**config.mk**
```make
export PLATFORM = sky130hd
export DESIGN_NAME = l0_skew_feeder_flat
export DESIGN_NICKNAME = d
export VERILOG_FILES = /design/src/rtl/l0_skew_feeder_if.sv /design/src/rtl/l0_skew_feeder.sv /design/src/flat_wrapper.sv
export SDC_FILE = /design/constraint.sdc
export NUM_CORES = 1
export LEC_CHECK = 0
export ABC_AREA = 0
export BUFFER_PORTS_ARGS = -buffer_cell sky130_fd_sc_hd__buf_2
export CAP_MARGIN = 30
export CORE_UTILIZATION = 40
export CTS_CLUSTER_SIZE = 40
export DETAILED_ROUTE_END_ITERATION = 12
export PLACE_DENSITY_LB_ADDON = 0.12
export SETUP_SLACK_MARGIN = 0.05
export SKIP_CTS_REPAIR_TIMING = 1
export SKIP_LAST_GASP = 1
export SLEW_MARGIN = 15
export SYNTH_ARGS = -nofsm -noshare
export SYNTH_HDL_FRONTEND = slang
export SYNTH_SLANG_ARGS = --single-unit
```
**constraint.sdc**
```tcl
create_clock -name clk -period 9 [get_ports clk]
set_input_delay 1.8 -clock clk [delete_from_list [all_inputs] [get_ports clk]]
set_output_delay 1.8 -clock clk [all_outputs]
set_load 0.005 [all_outputs]
```
**src/rtl/l0_skew_feeder_if.sv**
```systemverilog
// Bus between the skew feeder and whoever drives it.
// The master side writes vectors and launches reads; the slave side is the feeder.
interface l0_skew_feeder_if #(
    parameter int unsigned row = 8,
    parameter int unsigned bw  = 4
);
    logic                wr;
    logic [row*bw-1:0]   in;
    logic                rd;
    logic [1:0]          inst_in;
    logic [row*bw-1:0]   out;
    logic [row*2-1:0]    inst_out;
    logic [row-1:0]      valid_out;
    logic                o_full;
    logic                o_ready;
    logic                o_empty;
    logic                o_underflow;

    modport master (
        output wr, in, rd, inst_in,
        input  out, inst_out, valid_out, o_full, o_ready, o_empty, o_underflow
    );

    modport slave (
        input  wr, in, rd, inst_in,
        output out, inst_out, valid_out, o_full, o_ready, o_empty, o_underflow
    );
endinterface

```
**src/rtl/l0_skew_feeder.sv**
```systemverilog
// Per-row input FIFOs west of the MAC array; a read wavefront pops row i
// i cycles after row 0, carrying the instruction alongside each row's data.
module l0_skew_feeder #(
    parameter int unsigned row   = 8,
    parameter int unsigned bw    = 4,
    parameter int unsigned depth = 16
) (
    input  logic              clk,
    input  logic              reset,
    l0_skew_feeder_if.slave   bus
);
    localparam int unsigned AW = $clog2(depth);
    localparam int unsigned CW = AW + 1;

    logic [bw-1:0]      mem   [row][depth];
    logic [AW-1:0]      wptr  [row];
    logic [AW-1:0]      rptr  [row];
    logic [CW-1:0]      count [row];

    logic [row-2:0]     rd_q;
    logic [row-1:0]     rd_d;
    logic [2*row-3:0]   inst_q;
    logic [2*row-1:0]   inst_d;

    logic               push;
    logic               full;
    logic               empty;
    logic [row-1:0]     pop;
    logic [row-1:0]     pop_empty;

    logic [row*bw-1:0]  out_q;
    logic [row*2-1:0]   inst_out_q;
    logic [row-1:0]     valid_q;
    logic               underflow_q;

    // Tap i of the skew line is the rd seen i cycles ago; tap 0 is the live input.
    assign rd_d   = {rd_q, bus.rd};
    assign inst_d = {inst_q, bus.inst_in};

    always_comb begin
        full      = 1'b0;
        empty     = 1'b1;
        pop       = '0;
        pop_empty = '0;
        for (int unsigned i = 0; i < row; i++) begin
            full         = full  | (count[i] == CW'(depth));
            empty        = empty & (count[i] == '0);
            pop[i]       = rd_d[i] & (count[i] != '0);
            pop_empty[i] = rd_d[i] & (count[i] == '0);
        end
        // A full row blocks the write for every row, even if it pops this cycle.
        push = bus.wr & ~full;
    end

    always_ff @(posedge clk) begin
        if (!reset && push) begin
            for (int unsigned i = 0; i < row; i++) begin
                mem[i][wptr[i]] <= bus.in[i*bw +: bw];
            end
        end
    end

    always_ff @(posedge clk) begin
        if (reset) begin
            rd_q        <= '0;
            inst_q      <= '0;
            out_q       <= '0;
            inst_out_q  <= '0;
            valid_q     <= '0;
            underflow_q <= 1'b0;
            for (int unsigned i = 0; i < row; i++) begin
                wptr[i]  <= '0;
                rptr[i]  <= '0;
                count[i] <= '0;
            end
        end else begin
            rd_q        <= rd_d[row-2:0];
            inst_q      <= inst_d[2*row-3:0];
            valid_q     <= pop;
            underflow_q <= underflow_q | (|pop_empty);
            for (int unsigned i = 0; i < row; i++) begin
                if (push) begin
                    wptr[i] <= wptr[i] + 1'b1;
                end
                if (pop[i]) begin
                    rptr[i] <= rptr[i] + 1'b1;
                end
                case ({push, pop[i]})
                    2'b10:   count[i] <= count[i] + 1'b1;
                    2'b01:   count[i] <= count[i] - 1'b1;
                    default: count[i] <= count[i];
                endcase
                out_q[i*bw +: bw]    <= pop[i] ? mem[i][rptr[i]] : '0;
                inst_out_q[i*2 +: 2] <= pop[i] ? inst_d[i*2 +: 2] : 2'b00;
            end
        end
    end

    assign bus.out         = out_q;
    assign bus.inst_out    = inst_out_q;
    assign bus.valid_out   = valid_q;
    assign bus.o_full      = full;
    assign bus.o_ready     = ~full;
    assign bus.o_empty     = empty;
    assign bus.o_underflow = underflow_q;
endmodule

```
**src/flat_wrapper.sv**
```systemverilog
// flat-port wrapper written by rule: the top's interface ports become plain ports
module l0_skew_feeder_flat 
#(
    parameter int unsigned row   = 8,
    parameter int unsigned bw    = 4,
    parameter int unsigned depth = 16
)
  (clk, reset, bus_wr, bus_in, bus_rd, bus_inst_in, bus_out, bus_inst_out, bus_valid_out, bus_o_full, bus_o_ready, bus_o_empty, bus_o_underflow);
  l0_skew_feeder_if #(.row(row), .bw(bw)) bus_i ();
  input  logic clk;
  input  logic reset;
  input wire logic [$bits(bus_i.wr)-1:0] bus_wr;
  input wire logic [$bits(bus_i.in)-1:0] bus_in;
  input wire logic [$bits(bus_i.rd)-1:0] bus_rd;
  input wire logic [$bits(bus_i.inst_in)-1:0] bus_inst_in;
  output wire logic [$bits(bus_i.out)-1:0] bus_out;
  output wire logic [$bits(bus_i.inst_out)-1:0] bus_inst_out;
  output wire logic [$bits(bus_i.valid_out)-1:0] bus_valid_out;
  output wire logic [$bits(bus_i.o_full)-1:0] bus_o_full;
  output wire logic [$bits(bus_i.o_ready)-1:0] bus_o_ready;
  output wire logic [$bits(bus_i.o_empty)-1:0] bus_o_empty;
  output wire logic [$bits(bus_i.o_underflow)-1:0] bus_o_underflow;
  assign bus_i.wr = bus_wr;
  assign bus_i.in = bus_in;
  assign bus_i.rd = bus_rd;
  assign bus_i.inst_in = bus_inst_in;
  assign bus_out = bus_i.out;
  assign bus_inst_out = bus_i.inst_out;
  assign bus_valid_out = bus_i.valid_out;
  assign bus_o_full = bus_i.o_full;
  assign bus_o_ready = bus_i.o_ready;
  assign bus_o_empty = bus_i.o_empty;
  assign bus_o_underflow = bus_i.o_underflow;
  l0_skew_feeder #(.row(row), .bw(bw), .depth(depth)) u_core (.clk(clk), .reset(reset), .bus(bus_i));
endmodule
```
==> results of run 1 <==
## report_power, final
part	switching [mW]	total (mW)	leakage, nW	internal (mW)
clock	1.24	3.00	1.18	1.76
sequential	0.207	3.95	6.33	3.75
combinational	0.694	1.12	4.20	0.424
total	2.14	8.08	11.7	5.93
## path summary, 6_finish.rpt
check                                                           to                        startpoint  cells past startpoint  slack [ns]
worst min-delay path            u_core.bus.inst_out[14]$_SDFF_PP0_      u_core.inst_q[12]$_SDFF_PP0_                      1        0.42
worst max register to register    u_core.count[0][4]$_SDFFCE_PN0P_  u_core.count[3][5]$_SDFFCE_PP0P_                     12        4.91
worst min register to register  u_core.bus.inst_out[14]$_SDFF_PP0_      u_core.inst_q[12]$_SDFF_PP0_                      1        0.42
worst max-delay path                                    bus_o_full  u_core.count[3][5]$_SDFFCE_PP0P_                      6        4.41
## flip-flops by register name, summed over array words and instances (netlist names)
signal / cells
u_core.inst_q: 14
u_core.wptr: 32
u_core.mem: 512
u_core.count: 40
u_core.bus.inst_out: 16
u_core.rptr: 32
u_core.bus.o_underflow: 1
u_core.rd_q: 7
u_core.bus.out: 32
u_core.bus.valid_out: 8
## synthesized netlist by cell type (3+ instances only)
library cell / number / share of area [%]
and3_1: 117 / 2.5
nor3_1: 51 / 0.88
ha_1: 80 / 3.5
nand3_1: 37 / 0.64
nand2_1: 38 / 0.49
mux2i_1: 12 / 0.42
nor2_1: 99 / 1.3
buf_6: 8 / 0.31
o22ai_1: 27 / 0.58
nor3b_1: 13 / 0.34
mux4_2: 128 / 10
a21oi_1: 18 / 0.31
buf_1: 11 / 0.14
a221oi_1: 3 / 0.091
buf_2: 24 / 0.42
clkbuf_1: 45 / 0.58
inv_1: 45 / 0.58
or2_2: 8 / 0.17
edfxtp_1: 616 / 64
nor2b_1: 64 / 1.4
nand2b_1: 33 / 0.71
nand3b_1: 6 / 0.16
nor4_1: 25 / 0.54
and2_1: 7 / 0.15
a31oi_1: 11 / 0.24
xnor2_1: 35 / 1.1
a22oi_1: 11 / 0.29
o21ai_0: 9 / 0.16
a211oi_1: 3 / 0.078
dfxtp_1: 78 / 5.4
xor2_1: 25 / 0.76
fa_1: 7 / 0.48
a21o_1: 14 / 0.36
o21bai_1: 8 / 0.21
## through the flow
stage | total power, mW | util (%) | setup slack (ns) | hold slack (ns) | area (um^2)
4_1_cts | 8.16 | 45.8 | 4.21 | 0.425 | 32700
3_3_place_gp | 5.11 | 42.3 | 4.52 | 0.416 | 30300
6_report | 8.08 | 45.9 | 4.41 | 0.422 | 32800
3_5_place_dp | 5.14 | 42.4 | 4.43 | 0.413 | 30300
5_1_grt | 8.44 | 45.9 | 4.23 | 0.451 | 32800
2_1_floorplan | 4.78 | - | 5.11 | 0.406 | 28900
## layer usage
layer / up-vias / wire length [um] / GRT usage [%]
met5: - / 66 / 0
met4: 8 / 1460 / 5.81
met3: 103 / 2820 / 3.10
met2: 335 / 29100 / 27.0
met1: 7538 / 27800 / 23.5
li1: 7016 / - / -
## layout by cell type, fill, tap and decap left out, types with 20 or more instances in the layout
cell       synthesis  layout
and3_1           117     117
buf_2             24      99
clkbuf_1          45      20
clkbuf_16          0      80
dfxtp_1           78      78
edfxtp_1         616     616
ha_1              80      80
inv_1             45      45
mux4_2           128     128
nand2_1           38      38
nand2b_1          33      33
nand3_1           37      37
nor2_1            99      99
nor2b_1           64      63
nor3_1            51      51
nor4_1            25      25
o22ai_1           27      27
xnor2_1           35      35
xor2_1            25      25
## kinds of logic (layout without fill, tap and decap cells)
kind of cell             count (synthesis)  in the layout  share of synthesized area [%]
AND/OR/NAND/NOR                        514            514                           9.74
XOR/XNOR                                60             60                           1.82
flip-flops                             694            694                           69.3
AO/OA/AOI/OAI                          116            116                           2.66
buffers and inverters                  134            310                           2.05
multiplexers                           142            142                           10.5
adder cells (fa/ha/maj)                 87             87                           3.94
## cell type report
class	instances	area share, %
Clock inverter	32	0.732
Multi-Input combinational cell	919	25.2
Tap cell	950	3.62
Clock buffer	107	6.60
Sequential cell	694	61.1
Inverter	46	0.526
Timing Repair Buffer	125	2.17
==> impl_results.md, run 1 <==
- Root Driver: clkbuf_16
- Core ar.: a little over 0.07 mm^2
- CP delay by family, top: simple AND/OR/NAND/NOR gates
- Slowest CP cell: or4_4
- Die Y: 271 um
- Worst path required time: 7.20 ns
- Number of placed I/O pins: 98
- Routed len/inst: ~21 um
- Crit. End Element: primary output
- Gr usage total: 17.0%
- #FFs+latches synth: 694
- Mapped Area: 0.0289 mm^2
- Port Buf Inserts: 97
- Ratio of cells with drive above 1 in the final layout: 19.7%
- Critical path class: flop to primary output
- Post-Syn Instances: between 1500 and 2000
- Die ar.: about 0.073 mm^2
- Initial core utilization: 40.5%
- Reg clk slew, reported paths: 0.06 ns
- Total wire length: 61200 um
- Vias in the first global route: roughly 16000
- Fin crit share: 51.0%
- Crit-path max FO: 37
- Clock Latency Late Sink: 0.60 ns
- Slew HR: 40.0%
- CTS buffer count: between 70 and 80
- Leak Pwr: 11.7 nW
- Slew @ Worst Pin: 0.900 ns
- Final Hold Fails: 0
- RSZ-0062 raised after global routing: false
- Syn Area/Cell: 16.6 um^2
- Reg area: 0.0201 mm^2
- Initial antenna violation count: 5
- Dpl hpwl: 41200 um
- Cell Rows: 98
- Delay of the slowest critical-path stage: 0.58 ns
- HP Class: flop to flop
- Via Count: 15000
- Maximum vdd drop: 0.134 mV
- CP startpoint kind: flop
- Fin nets: 1988
- Arr. time, crit path: 2.79 ns
- Fmax: 218 MHz
- Pwr Density: 246 mW/mm^2
- Pre-Repair DR Iteration Count: 5
- Setup_tns: 0 ns
- Syn_nets: 1872
- Count of different cell masters after synthesis: between 50 and 60
- Num Clock Sinks: around 690
- Final worst path period need: 4.59 ns
- Fill cell count: 6160
- Final Skew: between 0.015 and 0.02 ns
- Finish-stage setup viols: 0
- Fin cells: 2873
- Die width: approximately 270 um
- Antenna viol nets, final: 0
- Htree depth: 3
- Area of the multi-input gates: 0.00828 mm^2
- Diode count: 0
- Maxcap violations: 0
- Vias per cell: 5.22
- Residual DRC: 0
- First-pass GRT wire length: 95600 um
- Pins Over Slew Limit: 0
- Post-synth EDFFs: 616
- Placed cells: 2726
- Largest net degree at the start of global routing: 79
- Ys Warns: 0
- Register area share after synthesis: between 60% and 70%
- Area delta synth->final: 13.4%
- Ys flop type: edfxtp_1
- CTS tree: yes
- Iter 0 DRT Violations: 1029
- Outcome: finished, final reports clean
- Total gr overflow: 0
- Placer Congestion: ~0.76
- Worst path bufs/invs: 3
- Async set-reset flop share out of synthesis: 0%
- Max Root-Sink Buffers: 3
- Crit-path cells: or4_4, o22a_1, and4_2, buf_4, inv_2, buf_2
Power figures use the tool's default switching activity.
==> run 2: changes to the inputs <==
- clock period: 9 -> 4.3 ns (I/O delays scaled with it)
==> impl_results.md, run 2 (synthesis gave the netlist of run 1 again) <==
- Fin cells: 2880 (+0.24%)
- Hold_sp: u_core.inst_q[12]$_SDFF_PP0_
- Setup_tns: 0 ns (unchanged)
- Via Count: 15100 (+0.35%)
- Htree depth: 3 (unchanged)
- Die ar.: 0.0734 mm^2 (unchanged)
- Total wire length: 60500 um (-1.1%)
- Total gr overflow: 0 (unchanged)
- Routed len/inst: 21.0 um (-1.4%)
- Reg clk slew, reported paths: 0.06 ns (about the same)
- Vias per cell: 5.23 (+0.11%)
- Pre-Repair DR Iteration Count: 5 (unchanged)
- Hold Crit Endpoint: u_core.bus.inst_out[14]$_SDFF_PP0_
- Slowest CP cell: or4_1
- Slew HR: 35.7% (-4.3 points)
- Outcome: finished, final reports clean
- Die Y: 271 um (unchanged)
- Fmax: between 200 and 250 MHz
- Commonest non-fill, non-tap cell in the layout: edfxtp_1
- Num Clock Sinks: 694 (unchanged)
- Worst path required time: 3.44 ns (-3.76 ns)
- Antenna viol nets, final: 0 (unchanged)
- Reg2Reg Depth: 11 (-1)
- Cell Rows: 98 (unchanged)
- Slew @ Worst Pin: 0.956 ns (+0.0564 ns)
- Crit-path cells: or4_1, a2bb2oi_1, and4_2, buf_4, inv_2, buf_2
- Reg2reg setup slack: 0.69 ns (-4.22 ns)
- Leak Pwr: 11.8 nW (+0.69%)
- Diode count: 0 (unchanged)
- Initial core utilization: 40.5% (unchanged)
- Die width: 271 um (unchanged)
- CP startpoint kind: flop
- RSZ-0062 raised after global routing: false
- Final worst path period need: 4.00 ns
- Fin crit share: 93.1%
- Vias in the first global route: 15500 (-1.5%)
- Crit-path max FO: 39 (+5.4%)
- Dpl hpwl: 41000 um (-0.47%)
- Number of placed I/O pins: 98 (unchanged)
- Most frequent cells in the layout: edfxtp_1 (616), mux4_2 (128), and3_1 (117)
- Iter 0 DRT Violations: 1226 (+19%)
- Placer Congestion: 0.797 (+4.5%)
- Ratio of cells with drive above 1 in the final layout: 20.2% (+0.55 points)
- Max Root-Sink Buffers: 3 (unchanged)
- Clock Latency Late Sink: 0.60 ns (about the same)
- Placed cells: 2732 (+0.22%)
- Critical path class: flop to primary output
- Pins Over Slew Limit: 0 (unchanged)
- Core ar.: 0.0715 mm^2 (unchanged)
- First-pass GRT wire length: 93900 um (-1.8%)
- Port Buf Inserts: 97 (unchanged)
- Fin nets: 1994 (+0.30%)
- Gr usage total: 16.7% (-0.27 points)
- Pwr Density: 516 mW/mm^2 (+110%)
- Residual DRC: 0 (unchanged)
- Maxcap violations: 0 (unchanged)
- Crit. End Element: primary output
- Final Hold Fails: 0 (unchanged)
- Worst Hold Slack: 0.439 ns (+0.0166 ns)
- Max reg flops: 512 (unchanged)
- Area delta synth->final: 13.8%
- Maximum vdd drop: 0.295 mV (+120%)
- Finish-stage setup viols: 0 (unchanged)
- CTS buffer count: 76 (-1.3%)
- HP Class: flop to flop
- Initial antenna violation count: 5 (unchanged)
- Arr. time, crit path: 3.14 ns (+0.35 ns)
- Hold path cells: 1 (unchanged)
- CTS tree: yes
- R2R Path End: u_core.count[0][4]$_SDFFCE_PN0P_
- Worst r2r src: u_core.count[1][0]$_SDFFCE_PN0P_
- Delay of the slowest critical-path stage: 0.64 ns (+0.06 ns)
- Root Driver: clkbuf_16
- Final Skew: 0.0184 ns (+0.00225 ns)
- Largest net degree at the start of global routing: 74 (-6.3%)
run 2: worst max path at each step:
stage | startpoint | end | cells past startpoint
global route | u_core.count[1][0]$_SDFFCE_PN0P_ | bus_o_full | 6
floorplan | u_core.count[3][5]$_SDFFCE_PP0P_ | u_core.count[0][4]$_SDFFCE_PN0P_ | 14
CTS | u_core.count[0][0]$_SDFFCE_PN0P_ | bus_o_full | 6
detailed placement | u_core.count[0][0]$_SDFFCE_PN0P_ | u_core.count[0][4]$_SDFFCE_PN0P_ | 11
finish | u_core.count[1][0]$_SDFFCE_PN0P_ | bus_o_full | 6
global placement | u_core.count[0][0]$_SDFFCE_PN0P_ | u_core.count[0][4]$_SDFFCE_PN0P_ | 11
run 2: routing by layer:
| metal | track usage (%) | part of all wire, % |
|---|---|---|
| met4 | 5.11 | 2.0 |
| met2 | 26.7 | 48 |
| met3 | 3.20 | 4.6 |
| met5 | 0 | 0.093 |
| met1 | 23.1 | 45 |
run 2: layout make-up:
class / instances / area (um^2)
repair buffers: 132 / 763
well taps: 950 / 1190
clock buffers: 94 / 2080
multi-input cells: 919 / 8290
clock inverters: 45 / 373
flip-flops and latches: 694 / 20100
fillers: 6155 / 38600
inverters: 46 / 173
run 2: critical path: cells and delay by family, from the launching register on:
kind,cells,cell delay [ns]
compound gates,1,0.18
buf+inv,3,1.01
flops,1,0.45
simple gates,2,0.88
run 2: where the power goes:
part / internal (mW) / switching (mW)
Clock: 3.80 / 2.58
Sequential: 7.84 / 0.430
Combinational: 0.907 / 1.42
Total: 12.5 / 4.43
run 2: through the flow:
step,power (mW),util [%],setup WS [ns],instance area (um^2)
after floorplan,10.0,-,0.748,28900
after global placement,10.7,42.5,0.651,30400
after CTS,17.2,46.0,0.228,32900
after detailed placement,10.8,42.5,0.671,30400
after global routing,17.8,46.1,0.130,32900
final,17.0,46.1,0.296,32900
